### config.mk
export PLATFORM = sky130hd
export DESIGN_NAME = read_counter_sequencer
export DESIGN_NICKNAME = d
export VERILOG_FILES = /design/src/rtl/cdu_pkg.sv /design/src/rtl/read_counter_sequencer.sv
export SDC_FILE = /design/constraint.sdc
export NUM_CORES = 1
export LEC_CHECK = 0
export ABC_AREA = 0
export CAP_MARGIN = 20
export CORE_MARGIN = 10
export CORE_UTILIZATION = 50
export DETAILED_ROUTE_END_ITERATION = 10
export GPL_ROUTABILITY_DRIVEN = 0
export GPL_TIMING_DRIVEN = 0
export PLACE_DENSITY = 0.74
export SETUP_SLACK_MARGIN = 0.4
export SLEW_MARGIN = 20
export SYNTH_ARGS = -nofsm -noshare
export SYNTH_HDL_FRONTEND = slang
export SYNTH_SLANG_ARGS = --single-unit
### constraint.sdc
create_clock -name clk -period 3.44 [get_ports clk]
set_input_delay 0.516 -clock clk [delete_from_list [all_inputs] [get_ports clk]]
set_output_delay 0.516 -clock clk [all_outputs]
set_load 0.02 [all_outputs]
### src/rtl/cdu_pkg.sv
// Shared CDU definitions: sequencer state encoding, default counter width and
// the count-to-bit-line mapping used by both this block and the quadrant selector.
package cdu_pkg;

  localparam int CDU_WIDTH = 16;

  typedef enum logic [1:0] {
    IDLE   = 2'd0,
    SETTLE = 2'd1,
    SAMPLE = 2'd2,
    STEP   = 2'd3
  } cdu_state_e;

  // Top nibble of the read counter -> {_D5,_D6,_D7,_D8}, active-low.
  function automatic logic [3:0] cdu_qsel(input logic [3:0] msn);
    return ~msn;
  endfunction

endpackage

### src/rtl/read_counter_sequencer.sv
// Closed-loop read counter sequencer for one CDU angle channel: settles, samples
// the error comparators, steps the counter and pulses the AGC count lines.
// States: IDLE loop off | SETTLE wait for ladder | SAMPLE read comparators | STEP move counter
module read_counter_sequencer
  import cdu_pkg::*;
#(
  parameter int WIDTH         = CDU_WIDTH,
  parameter int SETTLE_CYCLES = 4,
  parameter int FAST_SHIFT    = 4,
  parameter int LOCK_COUNT    = 3
) (
  input  logic             clk,
  input  logic             rst_n,
  input  logic             en,
  input  logic             zero,
  input  logic             err_pos,
  input  logic             err_neg,
  input  logic             err_fast,
  output logic [WIDTH-1:0] count,
  output logic             _D5,
  output logic             _D6,
  output logic             _D7,
  output logic             _D8,
  output logic             cnt_up,
  output logic             cnt_dn,
  output logic             cnt_fast,
  output logic             locked
);

  localparam int TW = $clog2(SETTLE_CYCLES + 1);
  localparam int NW = $clog2(LOCK_COUNT + 1);
  localparam logic [TW-1:0]    SETTLE_LOAD = TW'(SETTLE_CYCLES);
  localparam logic [NW-1:0]    LOCK_N      = NW'(LOCK_COUNT);
  localparam logic [WIDTH-1:0] FAST_STEP   = WIDTH'(2 ** FAST_SHIFT);

  cdu_state_e       state_q, state_d;
  logic [WIDTH-1:0] count_q, count_d, step_size;
  logic [TW-1:0]    timer_q, timer_d;
  logic [NW-1:0]    null_q, null_d;
  logic             dir_up_q, dir_up_d;
  logic             fast_q, fast_d;
  logic             up_q, up_d, dn_q, dn_d, cfast_q, cfast_d;
  logic             locked_q, locked_d;
  logic [3:0]       qsel_q, qsel_d;

  always_comb begin
    state_d   = state_q;
    count_d   = count_q;
    timer_d   = timer_q;
    null_d    = null_q;
    dir_up_d  = dir_up_q;
    fast_d    = fast_q;
    up_d      = 1'b0;
    dn_d      = 1'b0;
    cfast_d   = 1'b0;
    locked_d  = locked_q;
    step_size = fast_q ? FAST_STEP : WIDTH'(1);

    // Loop disable and zero both override whatever step the FSM had pending.
    if (!en) begin
      state_d  = IDLE;
      null_d   = '0;
      locked_d = 1'b0;
      if (zero) count_d = '0;
    end else if (zero) begin
      count_d  = '0;
      null_d   = '0;
      locked_d = 1'b0;
      state_d  = SETTLE;
      timer_d  = SETTLE_LOAD;
    end else begin
      case (state_q)
        IDLE: begin
          state_d  = SETTLE;
          timer_d  = SETTLE_LOAD;
          locked_d = 1'b0;
        end
        SETTLE: begin
          timer_d = timer_q - TW'(1);
          if (timer_q == TW'(1)) state_d = SAMPLE;
        end
        SAMPLE: begin
          dir_up_d = err_pos;
          fast_d   = err_fast;
          if (null_q == LOCK_N) locked_d = 1'b1;
          if (err_pos ^ err_neg) state_d = STEP;
          else if (null_q != LOCK_N) null_d = null_q + NW'(1);
        end
        STEP: begin
          count_d  = dir_up_q ? count_q + step_size : count_q - step_size;
          up_d     = dir_up_q;
          dn_d     = ~dir_up_q;
          cfast_d  = fast_q;
          null_d   = '0;
          locked_d = 1'b0;
          state_d  = SETTLE;
          timer_d  = SETTLE_LOAD;
        end
        default: state_d = IDLE;
      endcase
    end

    qsel_d = cdu_qsel(count_d[WIDTH-1 -: 4]);
  end

  always_ff @(posedge clk or negedge rst_n) begin
    if (!rst_n) begin
      state_q  <= SETTLE;
      count_q  <= '0;
      timer_q  <= SETTLE_LOAD;
      null_q   <= '0;
      dir_up_q <= 1'b0;
      fast_q   <= 1'b0;
      up_q     <= 1'b0;
      dn_q     <= 1'b0;
      cfast_q  <= 1'b0;
      locked_q <= 1'b0;
      qsel_q   <= 4'b1111;
    end else begin
      state_q  <= state_d;
      count_q  <= count_d;
      timer_q  <= timer_d;
      null_q   <= null_d;
      dir_up_q <= dir_up_d;
      fast_q   <= fast_d;
      up_q     <= up_d;
      dn_q     <= dn_d;
      cfast_q  <= cfast_d;
      locked_q <= locked_d;
      qsel_q   <= qsel_d;
    end
  end

  assign count                = count_q;
  assign {_D5, _D6, _D7, _D8} = qsel_q;
  assign cnt_up               = up_q;
  assign cnt_dn               = dn_q;
  assign cnt_fast             = cfast_q;
  assign locked               = locked_q;

endmodule

==> out/results.txt <==
GR Layer Usage met3: 0.0557
net count after synthesis: 288
via total after detailed routing: 2069
power density normalized to cell area: 509 mW/mm^2
max-slew violation total from the final report: 0
setup clock skew after layout: 0.00710 ns
worst vdd ir: 0.305 mV
Max-cap violations: 0
clk root buf: clkbuf_8
number of antenna repair diodes: 0
predominant post-synthesis flop cell: dfrtp_1
total global routing track utilization: 0.151
most area-hungry cell type in the Yosys netlist: dfrtp_1
H-Tree Depth: 2
Tightest Pin Transition: 0.521 ns
fraction of layout cells with a size suffix above 1: 0.0963
most used cells in the layout excluding fill and tap cells: clkdlybuf4s50_1 (29), dfrtp_1 (27), nand2_1 (24)
Remaining DRCs: 0
maximum frequency from static timing analysis: 361 MHz
final non-filler cell area: 0.00281 mm^2
library cell contributing the largest single delay on the critical path: or4_4
die width: 87.8 um
most frequent standard cell in the layout excluding fill and tap cells: clkdlybuf4s50_1
global-route met1 utilization: 0.191
reported leakage power: 1.24 nW
post-detailed-routing wire length: 5.60 mm
CTS tree: done
hold bufs inserted after CTS: 0
total number of placement rows: 24
number of DRC markers in iteration 0: 216
crit-path most repeated cell: and3_1
Fin Hold WS: 0.134 ns
final worst path period need: 2.77 ns
final count of negative-setup-slack endpoints: 0
Sum Neg Setup Slack: 0 ns
Filler Cell Count: 383
worst skew pair latency: 0.29 ns
detailed-placement wirelength estimate: 4.12 mm
detailed-routing iteration count for the pre-antenna-repair pass: 4
fraction of the yosys area taken by sequential cells: 0.362
Synth top area share: 0.294
global-route wire length before repair: 9.42 mm
vias in the first global route: 1977
Initial Utilization: 0.521
run status: complete, no violations
Critical Path Fanout Max: 13
Post-DP Area: 0.00269 mm^2
element type at the critical path end: flop
clock sink count: 33
most crowded layer after global routing: met2
Die H: 87.8 um
DRT antenna net count: 0
number of distinct standard cells referenced by the synthesized netlist: 54
met2 usage in global routing: 0.231
clock tree buffer depth: 2
total number of yosys warnings: 0
count of final hold-check violations: 0
clock edge transition at the registers on the reported setup and hold paths: 0.07 ns
vias per cell: 5.86
total die area: 0.00771 mm^2
cell count after synthesis: 262
mean instance size in the synthesized netlist: 8.78 um^2
crit path launch type: flop
crit-path max cell delay: 0.53 ns
data required time of the worst path: 3.62 ns
initial antenna violation count: 0
IO Port Bufs: 30
post-DR wirelength/cell: 15.9 um
cells along the critical path: buf_6 > clkinvlp_4 > ha_1 > and3_1 > o21ai_0 > nand2b_1 > a311oi_1 > or4_4 > and3_1
unrepaired setup endpoints after global routing: no
Placeable Area: 0.00441 mm^2
cell types with the largest area share after synthesis: dfrtp_1 (29%), ha_1 (10%), dfstp_2 (6.9%), a21oi_1 (5.0%), nand2_1 (3.9%)
synth-to-layout area growth: 22.1%
Worst Setup Path Type: reg -> reg
Slew Limit Headroom: 0.652
worst endpoint data arrival time: 2.95 ns
post-synthesis register bit count: 33
total I/O pin count: 31
class of the most critical hold timing path: in -> async
number of buffers created by CTS: 5
summed instance area of the synthesized netlist: 0.00230 mm^2
number of nets at the end of the flow: 326
Pwr Total: 1.43 mW
Period Utilization, post-route: 0.804
number of enable-type register cells in the synthesized netlist: 0
Overflow after GRT: 0
maximum number of pins on one net before global-route repair: 20
proportion of synthesized flip-flops having asynchronous set or reset: 1.00
cell usage after synthesis (all sizes together) (4+ instances only):
library cell	instances
nand3	7
or4	5
nand4	5
and3	4
a31oi	5
dfrtp	27
nand2	24
o31ai	4
a21o	4
inv	14
xnor2	6
a21oi	24
o21ai	13
a211oi	4
nor3	8
ha	19
dfstp	6
nor2	20
buf	5
clkbuf	9
nand2b	4
xor2	5
cells by family (layout without fill, tap and decap cells):
| logic type | Yosys count | count (layout) | synth area share |
|---|---|---|---|
| compound gates | 78 | 78 | 0.223 |
| xor+xnor | 11 | 11 | 0.0419 |
| fa+ha+maj | 19 | 19 | 0.103 |
| buf+inv | 28 | 67 | 0.0538 |
| flops | 33 | 33 | 0.362 |
| mux | 5 | 5 | 0.0234 |
| simple gates | 88 | 88 | 0.192 |
power by group:
part / internal (mW) / switching [mW]
Clock: 0.236 / 0.151
Combinational: 0.243 / 0.358
Sequential: 0.419 / 0.0225
Total: 0.898 / 0.532
path summary, 6_finish.rpt:
check	from	to	slack, ns	depth (start not counted)
min in group clk	timer_q[1]$_DFFE_PN0P_	timer_q[1]$_DFFE_PN0P_	0.49	2
max reg2reg	dir_up_q$_DFFE_PN0P_	count[15]$_DFF_PN0_	0.67	9
max in group asynchronous	rst_n	state_q[0]$_DFFE_PN1P_	2.80	2
max	dir_up_q$_DFFE_PN0P_	count[15]$_DFF_PN0_	0.67	9
min	rst_n	count[8]$_DFFE_PN0P_	0.13	1
min reg2reg	timer_q[1]$_DFFE_PN0P_	timer_q[1]$_DFFE_PN0P_	0.49	2
worst max-delay path, delay by kind of cell, from the launching register on:
family | cells | cell delay (ns)
compound gates | 2 | 0.36
fa+ha+maj | 1 | 0.46
flops | 1 | 0.34
simple gates | 4 | 1.10
buf+inv | 2 | 0.39
metal layers:
| layer | up-vias | part of all wire |
|---|---|---|
| met2 | 56 | 0.45 |
| met4 | 0 | 0.013 |
| li1 | 1037 | - |
| met5 | - | 0 |
| met1 | 969 | 0.47 |
| met3 | 7 | 0.074 |
flip-flops by register name, indices dropped and copies added (netlist names), 2 cells and up:
register	flops
count	16
null_q	2
qsel_q	4
state_q	2
timer_q	3
what timing repair did:
action | CTS | global route
gates resized for setup | 0 | 1
endpoints found under the setup margin | 0 | 1
setup buffers | 0 | 0
cell type report:
cell class              instances  area (um^2)  area share
well taps                      52         65.1      0.0232
clock inverters                 1         30.0      0.0107
flip-flops and latches         33          833       0.297
inverters                      14         56.3      0.0200
multi-input cells             201         1340       0.478
repair buffers                 31          323       0.115
plain buffers                  14         71.3      0.0254
clock buffers                   7         86.3      0.0307
per-stage QoR:
| step | cells | setup slack (ns) | util |
|---|---|---|---|
| 2_1_floorplan | 262 | 0.910 | - |
| 3_3_place_gp | 344 | 0.644 | 0.604 |
| 3_5_place_dp | 345 | 0.604 | 0.609 |
| 4_1_cts | 353 | 0.597 | 0.635 |
| 5_1_grt | 353 | 0.417 | 0.636 |
| 6_report | 353 | 0.673 | 0.636 |
Note: power is estimated with default switching activity, not from simulation.
